[src/rtl/wb_port_arbiter.sv]
// wb_port_arbiter
//   Arbitrates the single register-file write port between the in-order
//   pipeline writeback (A) and a long-latency result source (B). One
//   requester is granted per cycle. The loser is held by valid/ready. The
//   granted write is registered and reaches the register file one cycle later.
//
//   Optional feature macro: WB_PERF_EN. When it is defined, the block adds
//   o_conflict_cnt, which counts the cycles in which both requests are valid.
//
//   Ports
//     i_clk, i_rst_n         clock; synchronous active-low reset
//     i_a_valid/rd/data      pipeline writeback request; o_a_ready is its grant
//     i_b_valid/rd/data      long-latency request;       o_b_ready is its grant
//     o_rf_wen/waddr/wdata   registered register-file write
//     o_conflict_cnt         both-valid cycle count (WB_PERF_EN only)
module wb_port_arbiter #(
  parameter int XLEN         = 32,
  parameter int STARVE_LIMIT = 4
) (
  input  logic            i_clk,
  input  logic            i_rst_n,
  input  logic            i_a_valid,
  input  logic [4:0]      i_a_rd,
  input  logic [XLEN-1:0] i_a_data,
  output logic            o_a_ready,
  input  logic            i_b_valid,
  input  logic [4:0]      i_b_rd,
  input  logic [XLEN-1:0] i_b_data,
  output logic            o_b_ready,
  output logic            o_rf_wen,
  output logic [4:0]      o_rf_waddr,
  output logic [XLEN-1:0] o_rf_wdata
`ifdef WB_PERF_EN
  ,
  output logic [31:0]     o_conflict_cnt
`endif
);

  localparam logic [3:0] LIMIT = 4'(STARVE_LIMIT);

  logic [3:0]      b_wait;
  logic            same_rd;
  logic            b_win;
  logic            a_grant;
  logic            b_grant;
  logic [4:0]      sel_rd;
  logic [XLEN-1:0] sel_data;

  // A matching nonzero rd means B holds the older instruction. B goes first
  // so that the younger A value is the one left in the register.
  assign same_rd = (i_a_rd == i_b_rd) && (i_a_rd != 5'd0);
  assign b_win   = i_b_valid && (!i_a_valid || same_rd || (b_wait == LIMIT));

  always_comb begin
    a_grant  = 1'b0;
    b_grant  = 1'b0;
    sel_rd   = i_a_rd;
    sel_data = i_a_data;
    if (i_rst_n) begin
      b_grant = b_win;
      a_grant = i_a_valid && !b_win;
    end
    if (b_win) begin
      sel_rd   = i_b_rd;
      sel_data = i_b_data;
    end
  end

  assign o_a_ready = a_grant;
  assign o_b_ready = b_grant;

  // b_wait counts the consecutive cycles in which B is valid but loses.
  // It saturates at LIMIT. When it reaches LIMIT, B wins the next
  // both-valid cycle.
  always_ff @(posedge i_clk) begin
    if (!i_rst_n)
      b_wait <= 4'd0;
    else if (!i_b_valid || b_grant)
      b_wait <= 4'd0;
    else if (b_wait != LIMIT)
      b_wait <= b_wait + 4'd1;
  end

  // Write stage. A grant to x0 consumes the request but suppresses the write.
  always_ff @(posedge i_clk) begin
    if (!i_rst_n) begin
      o_rf_wen   <= 1'b0;
      o_rf_waddr <= 5'd0;
      o_rf_wdata <= '0;
    end else begin
      o_rf_wen <= (a_grant || b_grant) && (sel_rd != 5'd0);
      if (a_grant || b_grant) begin
        o_rf_waddr <= sel_rd;
        o_rf_wdata <= sel_data;
      end
    end
  end

`ifdef WB_PERF_EN
  // Wraps naturally at 2^32.
  always_ff @(posedge i_clk) begin
    if (!i_rst_n)
      o_conflict_cnt <= 32'd0;
    else if (i_a_valid && i_b_valid)
      o_conflict_cnt <= o_conflict_cnt + 32'd1;
  end
`endif

endmodule
[config.mk]
export PLATFORM = sky130hd
export DESIGN_NAME = wb_port_arbiter
export DESIGN_NICKNAME = d
export VERILOG_FILES = /design/src/rtl/wb_port_arbiter.sv
export SDC_FILE = /design/constraint.sdc
export NUM_CORES = 1
export LEC_CHECK = 0
export CELL_PAD_IN_SITES_DETAIL_PLACEMENT = 2
export CELL_PAD_IN_SITES_GLOBAL_PLACEMENT = 2
export CORE_ASPECT_RATIO = 0.6
export CORE_UTILIZATION = 23
export CTS_BUF_LIST = sky130_fd_sc_hd__clkbuf_4 sky130_fd_sc_hd__clkbuf_8
export DETAILED_ROUTE_END_ITERATION = 8
export PLACE_DENSITY = 0.95
export SLEW_MARGIN = 20
export SYNTH_ARGS = -nofsm -noshare
export SYNTH_HDL_FRONTEND = slang
export SYNTH_SLANG_ARGS = --single-unit
[constraint.sdc]
create_clock -name i_clk -period 5.4 [get_ports i_clk]
set_clock_uncertainty 0.15 [all_clocks]
set_input_delay 0.54 -clock i_clk [delete_from_list [all_inputs] [get_ports i_clk]]
set_output_delay 0.54 -clock i_clk [all_outputs]
set_load 0.01 [all_outputs]
# ---- Word-level counts from Yosys, hierarchy flattened
# Cells that the tools add are included.
dict set report totals {
  register_bits 42
  latchBits 0
  mem_bits_rw 0
  romBits 0
  input_bits 78
  output_inout_bits 40
  word_cells 27
  n_memories 0
}
dict set report classes {
  n_addsub 1
  multipliers 0
  div 0
  n_lt_le_gt_ge 0
  n_eq_ne 3
  shifts 0
  muxes 4
  bitwise_logic 1
  n_reduce_logical 14
}
# operator count
set op_table {}
lappend op_table {{$mux W32} 1}
lappend op_table {{$reduce_bool A5 Y1} 2}
lappend op_table {{$eq A5 B5 Y1} 1}
lappend op_table {{$mux W5} 1}
lappend op_table {{$add A4 B1 Y4 const B} 1}
lappend op_table {{$eq A4 B3 Y1 const B} 1}
lappend op_table {{$logic_and A1 B1 Y1} 4}
lappend op_table {{$logic_or A1 B1 Y1} 4}
lappend op_table {{$ne A4 B3 Y1 const B} 1}
lappend op_table {{$logic_not A1 Y1} 3}
lappend op_table {{$mux W1} 2}
lappend op_table {{$reduce_or A2 Y1} 1}
lappend op_table {{$not A1 Y1} 1}

# ---- Logic depth before layout (Yosys ltp)
# Gate-level depths: netlist of the first run.
dict set report logic_depth {
  ltp_word 10
  depth_mapped 8
  ltp_nobuf 7
}

# ---- Least setup slack after synthesis of the first run
# OpenSTA, ideal clock, no wires.
dict set report synth_timing {
  path_type {input port to output port}
  startpoint {input port i_b_rd[2]}
  endpoint {output port o_b_ready}
  t_arrival_ns 1.629
  t_required_ns 4.710
  slack_ns 3.081
  cell_stages 6
  path_buffers 2
  cell_sequence {xor2_1 -> nor4_2 -> o211ai_2 -> buf_6 -> buf_2 -> nor2_1}
}
dict set report synth_between {
  elab_chain_cells 6
}
# element line
set synth_lines {}
lappend synth_lines {{start, declared} 27} ;# input logic [4:0] i_b_rd,
lappend synth_lines {{$eq A5 B5 Y1} 51} ;# assign same_rd = (i_a_rd == i_b_rd) && (i_a_rd != 5'd0);
lappend synth_lines {{$logic_and A1 B1 Y1} 51}
lappend synth_lines {{$logic_or A1 B1 Y1 (2 in a row)} 52} ;# assign b_win = i_b_valid && (!i_a_valid || same_rd || (b_wait == LIMIT));
lappend synth_lines {{$logic_and A1 B1 Y1} 52}
lappend synth_lines {{$mux W1} 59} ;# if (i_rst_n) begin
lappend synth_lines {{end, declared} 29} ;# output logic o_b_ready,
# Every way passes these cells.

# ---- Final worst setup path of the first run
dict set report layout_timing {
  startpoint {input port i_a_valid}
  endpoint {output port o_a_ready}
}
dict set report layout_between {
  elab_chain_cells 7
}
# element line
set layout_lines {}
lappend layout_lines {{start, declared} 22} ;# input logic i_a_valid,
lappend layout_lines {{$logic_not A1 Y1} 52}
lappend layout_lines {{$logic_or A1 B1 Y1 (2 in a row)} 52}
lappend layout_lines {{$logic_and A1 B1 Y1} 52}
lappend layout_lines {{$logic_not A1 Y1} 61} ;# a_grant = i_a_valid && !b_win;
lappend layout_lines {{$logic_and A1 B1 Y1 (*)} 61}
lappend layout_lines {{$mux W1 (*)} 59}
lappend layout_lines {{end, declared} 25} ;# output logic o_a_ready,
# Mark *: on every way between the ends. The rest lies on a longest branch, timed or not.

==> impl_metrics.json, run 1 <==
{
  "ys_ff_latch": 42,
  "ios": 118,
  "grt_use_total_pct": 15.6,
  "gr-total-overflow": 0,
  "crit_type": "in2out",
  "regArea_um2": 841,
  "arrival_ps": 2730,
  "setup_ws_ps": 1980,
  "postSynthAreaPerCell_um2": 9.47,
  "yosysSeqAreaShare_pct": 42.3,
  "core_um2": 8130,
  "n_antenna_cell": 0,
  "grt_start_max_net_pins": 62,
  "hold-worst-slack_ps": 402,
  "synth_edf_count": 0,
  "routed_wl_um": 7040,
  "ant_nets": 0,
  "h-tree-depth": 2,
  "holdBufCountCts": 0,
  "row_count": 25,
  "synth_fp_nets": 290,
  "hp-class": "reg2reg",
  "drv_cap": 0,
  "fin_crit_sh_pct": 63.3,
  "cts_buffers": 5,
  "grt_pass1_wl_um": 11100,
  "start_kind": "primary input",
  "worst_setup_path_end_kind": "output pin",
  "place.gp.congestion": 0.794,
  "routed_via_density": 4.66,
  "setup_tns_ps": 0,
  "powerDensity_nw_per_um2": 231,
  "drv_slew": 0,
  "synth_flop_cell": "dfxtp_1",
  "area_growth_pct": 67.3,
  "post_cts_buffers": 0,
  "antenna_found_initial": 0,
  "ys_types": 31,
  "clock_latency_ps": 280,
  "drc": 0,
  "dp_slack_ps": 1940,
  "cp_max_fo": 22,
  "multi_input_area_um2": 1060,
  "nNetsFinal": 400,
  "clk_path_buf_depth": 2,
  "crit_required_ps": 4710,
  "first_global_vias": 2205,
  "rsz0062_at_grt": "false",
  "die_h_um": 74.0,
  "cts_resized": 0,
  "dp_hpwl_um": 5390,
  "routedWlPerCell_um": 16.4,
  "hold_viol_final": 0,
  "tightest_slew_ps": 732,
  "drt_iter0_drc": 36,
  "cts.clk_slew.worst_paths_ps": 80,
  "cts_tree": "done",
  "final_cell_mix": "116 x clkdlybuf4s50_1, 42 x nor2_1, 42 x dfxtp_1, 37 x mux2i_1, 33 x a211oi_1",
  "worst_ir_drop_vdd_uv": 121,
  "power.leakage_nw": 1.30,
  "postSynth.asyncResetShare_pct": 0,
  "yosys_warnings": 0,
  "netlist_instances": 210,
  "num_vias": 1999,
  "synth_area_um2": 1990,
  "port_buffers": 117,
  "status": "finished clean",
  "cts.sinks": 42,
  "drive_gt1_share_pct": 5.92,
  "p_total_mw": 0.769,
  "utilization_pct": 40.9,
  "period_needed_ps": 3420,
  "n_fill_cell": 907,
  "firstDrtPassIters": 3,
  "clockRootBuffer": "clkbuf_8",
  "final-setup-viol-count": 0,
  "dieArea_um2": 9040,
  "layout_commonest_cell": "clkdlybuf4s50_1",
  "start_util_pct": 24.5,
  "maxSlewHeadroom_pct": 51.1,
  "die_w_um": 122,
  "fmax_ghz": 0.292
}
cell usage after synthesis, types with 2 or more instances:
master    instances  area (um2)
a211oi_2          3        37.5
nand2_1           3        11.3
nand3_1           2        10.0
buf_2             8        40.0
a211oi_1         33         248
ha_1              2        25.0
a21oi_1           3        15.0
mux2i_1          37         370
nor4_2            2        25.0
clkbuf_1          6        22.5
o21ai_0           3        15.0
dfxtp_1          42         841
nor2_1           42         158
inv_1             3        11.3
xor2_1            4        35.0
nor3_1            2        10.0
through the flow:
stage / cells / instance area (um2)
2_1_floorplan: 210 / 1990
3_3_place_gp: 421 / 3230
3_5_place_dp: 421 / 3230
4_1_cts: 429 / 3330
5_1_grt: 429 / 3330
6_report: 429 / 3330
power breakdown:
part,switching (mW),internal [mW]
Combinational,0.0827,0.123
Sequential,0.0142,0.335
Clock,0.106,0.108
cell families (layout without fill, tap and decap cells):
group	count (synthesis)	in the layout	synth area share [%]
adders and majority gates	2	2	1.26
and+or+nand+nor	58	58	13.1
buffers and inverters	20	131	4.84
xor gates and xnor gates	5	5	2.20
DFF	42	42	42.3
muxes	37	37	18.6
AOI/OAI and AO/OA	46	46	17.7
flip-flops by register name (all words and copies together) (netlist names):
name and flops:
o_rf_waddr 5, o_rf_wen 1, b_wait 4, o_rf_wdata 32
final cells by class:
class	count	area share [%]
timing repair buffer	119	35.5
multi-input combinational	148	31.9
sequential	42	25.3
tap	108	4.06
clock buffer	7	2.71
inverter	4	0.451
clock inverter	1	0.150
final timing paths:
kind            startpoint              to  slack (ps)  cells after the start
max reg2reg      b_wait[0]  o_rf_wdata[20]        2510                      8
max              i_a_valid       o_a_ready        1980                      6
min          o_rf_waddr[3]   o_rf_waddr[3]         400                      2
min reg2reg  o_rf_waddr[3]   o_rf_waddr[3]         400                      2
per-layer routing:
metal | track usage [%] | share of wire [%]
met2 | 28.9 | 49
met4 | 1.63 | 0.20
met5 | 0 | 0
met3 | 5.60 | 8.1
met1 | 18.0 | 43
worst max-delay path, stage by stage:
cell	delay, ps
buf_2	470
buf_4	450
o2111ai_1	230
o211ai_4	280
and3_1	220
clkdlybuf4s50_1	530
Note: power is estimated with default switching activity, not from simulation.
==> inputs of run 2 (changes only) <==
- CORE_UTILIZATION: 23 -> 21
- PLACE_DENSITY: 0.95 -> 0.92
- clock period: 5.4 -> 3.2 ns (I/O delays scaled with it)
==> run 2 against run 1 <==
Against the previous run:
- combinational power up 72%
- global-route usage decreased by 0.20 points
- clock power up 78%
- first-iteration DRC count up 28%
- utilization is 4.2 points lower
- via count increased by 3.0%
- total power is 72% higher
- worst setup slack lost 1600 ps
- sequential share of layout area is 0.32 points lower
- worst hold slack improved by 6.8 ps
- sequential power up 69%
- largest power group unchanged
==> impl_metrics.json, run 2 (synthesis results as in run 1) <==
{
  "cts_buffers": 5,
  "routed_wl_um": 7500,
  "critPathSlowestCell": "clkdlybuf4s50_1",
  "start_kind": "flop",
  "dp_hpwl_um": 5670,
  "final-setup-viol-count": 0,
  "holdBufCountCts": 0,
  "cts.sinks": 42,
  "port_buffers": 117,
  "layout_commonest_cell": "clkdlybuf4s50_1",
  "hold-worst-slack_ps": 409,
  "tightest_slew_ps": 604,
  "regMostFlops": "o_rf_wdata",
  "row_count": 27,
  "firstDrtPassIters": 4,
  "n_fill_cell": 1030,
  "rr_endpoint": "o_rf_wdata[18]",
  "worstRegToRegCells": 8,
  "powerDensity_nw_per_um2": 393,
  "final_cell_mix": "116 x clkdlybuf4s50_1, 42 x nor2_1, 42 x dfxtp_1, 37 x mux2i_1, 33 x a211oi_1",
  "dieArea_um2": 9880,
  "power.leakage_nw": 1.31,
  "die_w_um": 128,
  "post_cts_buffers": 0,
  "drv_cap": 0,
  "place.gp.congestion": 0.671,
  "worst_setup_path_end_kind": "output pin",
  "h-tree-depth": 2,
  "antenna_found_initial": 0,
  "cp-startpoint": "b_wait[0]",
  "arrival_ps": 2380,
  "reg_top3": "o_rf_wdata x32, o_rf_waddr x5, b_wait x4",
  "cts_resized": 0,
  "core_um2": 9190,
  "ant_nets": 0,
  "start_util_pct": 21.7,
  "clock_latency_ps": 300,
  "r2r_slack_ps": 680,
  "min_path_cells": 2,
  "fin_crit_sh_pct": 89.2,
  "die_h_um": 77.4,
  "grt_pass1_wl_um": 11700,
  "fin_cells": 453,
  "ios": 118,
  "hold_end": "b_wait[3]",
  "crit_type": "reg2out",
  "drv_slew": 0,
  "maxSlewHeadroom_pct": 59.8,
  "area_growth_pct": 69.4,
  "num_vias": 2059,
  "crit_required_ps": 2730,
  "hold_viol_final": 0,
  "cts_tree": "done",
  "cp_cell_sequence": "inv_1 -> ha_1 -> nand3b_1 -> o2111ai_1 -> o211ai_4 -> and3_1 -> clkdlybuf4s50_1",
  "worst_ir_drop_vdd_uv": 143,
  "nNetsFinal": 402,
  "period_needed_ps": 2850,
  "grt_start_max_net_pins": 59,
  "drt_iter0_drc": 46,
  "post-place-cells": 445,
  "drc": 0,
  "drive_gt1_share_pct": 6.50,
  "gr-total-overflow": 0,
  "rsz0062_at_grt": "false",
  "cts.clk_slew.worst_paths_ps": 90,
  "routed_via_density": 4.55,
  "critPathBufInv": 2,
  "cp_max_fo": 6,
  "largest_reg_flops": 32,
  "routedWlPerCell_um": 16.5,
  "clk_path_buf_depth": 2,
  "hp-class": "reg2reg",
  "first_global_vias": 2274,
  "hold_start": "b_wait[3]",
  "path_delay_family": "buffers and inverters",
  "grt_use_total_pct": 15.4,
  "status": "finished clean",
  "n_antenna_cell": 0,
  "setup_tns_ps": 0,
  "max_stage_delay_ps": 540,
  "r2r_start": "b_wait[0]",
  "fmax_ghz": 0.350,
  "clockRootBuffer": "clkbuf_8"
}
## run 2: cell count changes in the layout (fill, tap and decap cells not counted)
cell / change
buf_4: +2
## run 2: how the worst max path moves through the flow
| stage | endpoint | slack, ps | depth (start not counted) |
|---|---|---|---|
| 2_1_floorplan | o_a_ready | 1200 | 7 |
| 3_3_place_gp | o_a_ready | 400 | 6 |
| 3_5_place_dp | o_rf_wdata[30] | 340 | 7 |
| 4_1_cts | o_a_ready | 310 | 7 |
| 5_1_grt | o_a_ready | 180 | 7 |
| 6_report | o_a_ready | 350 | 7 |
## run 2: metrics by stage
stage / instance area [um2] / setup WS (ps) / power (mW) / util (%)
after floorplan: 1990 / 1200 / 0.735 / -
after global placement: 3280 / 404 / 0.940 / 35.6
after detailed placement: 3280 / 336 / 0.959 / 35.6
after CTS: 3370 / 313 / 1.35 / 36.7
after global routing: 3370 / 175 / 1.40 / 36.7
final: 3370 / 346 / 1.32 / 36.7
## run 2: layout make-up
class                      count  area (um2)  area share (%)
clock buffer                   7        90.1            2.67
clock inverter                 1        5.00           0.148
inverter                       4        15.0           0.445
multi-input combinational    148        1060            31.5
sequential                    42         841            24.9
tap                          130         163            4.83
timing repair buffer         121        1200            35.5
## run 2: power by group
part	switching, mW	internal [mW]	leakage (nW)
registers	0.0236	0.566	0.348
logic	0.145	0.209	0.909
clock network	0.198	0.183	0.0517
total	0.367	0.957	1.31
## run 2: layer usage
metal	vias up	part of all wire, %	track usage (%)
li1	978	-	-
met1	999	43	17.8
met2	75	48	27.3
met3	7	8.6	6.00
met4	0	0.51	2.71
met5	-	0	0
## run 2: worst register-to-register path: stages, from the launching register on
cell       delay, ps
dfxtp_1          410
inv_1             70
ha_1             230
nand3b_1         250
o2111ai_1        240
o211ai_4         180
buf_4            530
nor2_1           130
a211oi_1         250
==> inputs of run 3 (changes only) <==
- SLEW_MARGIN: 20 -> not set
==> results of run 3 <==
No change in the layout: final DEF, timing and power equal those of run 2.
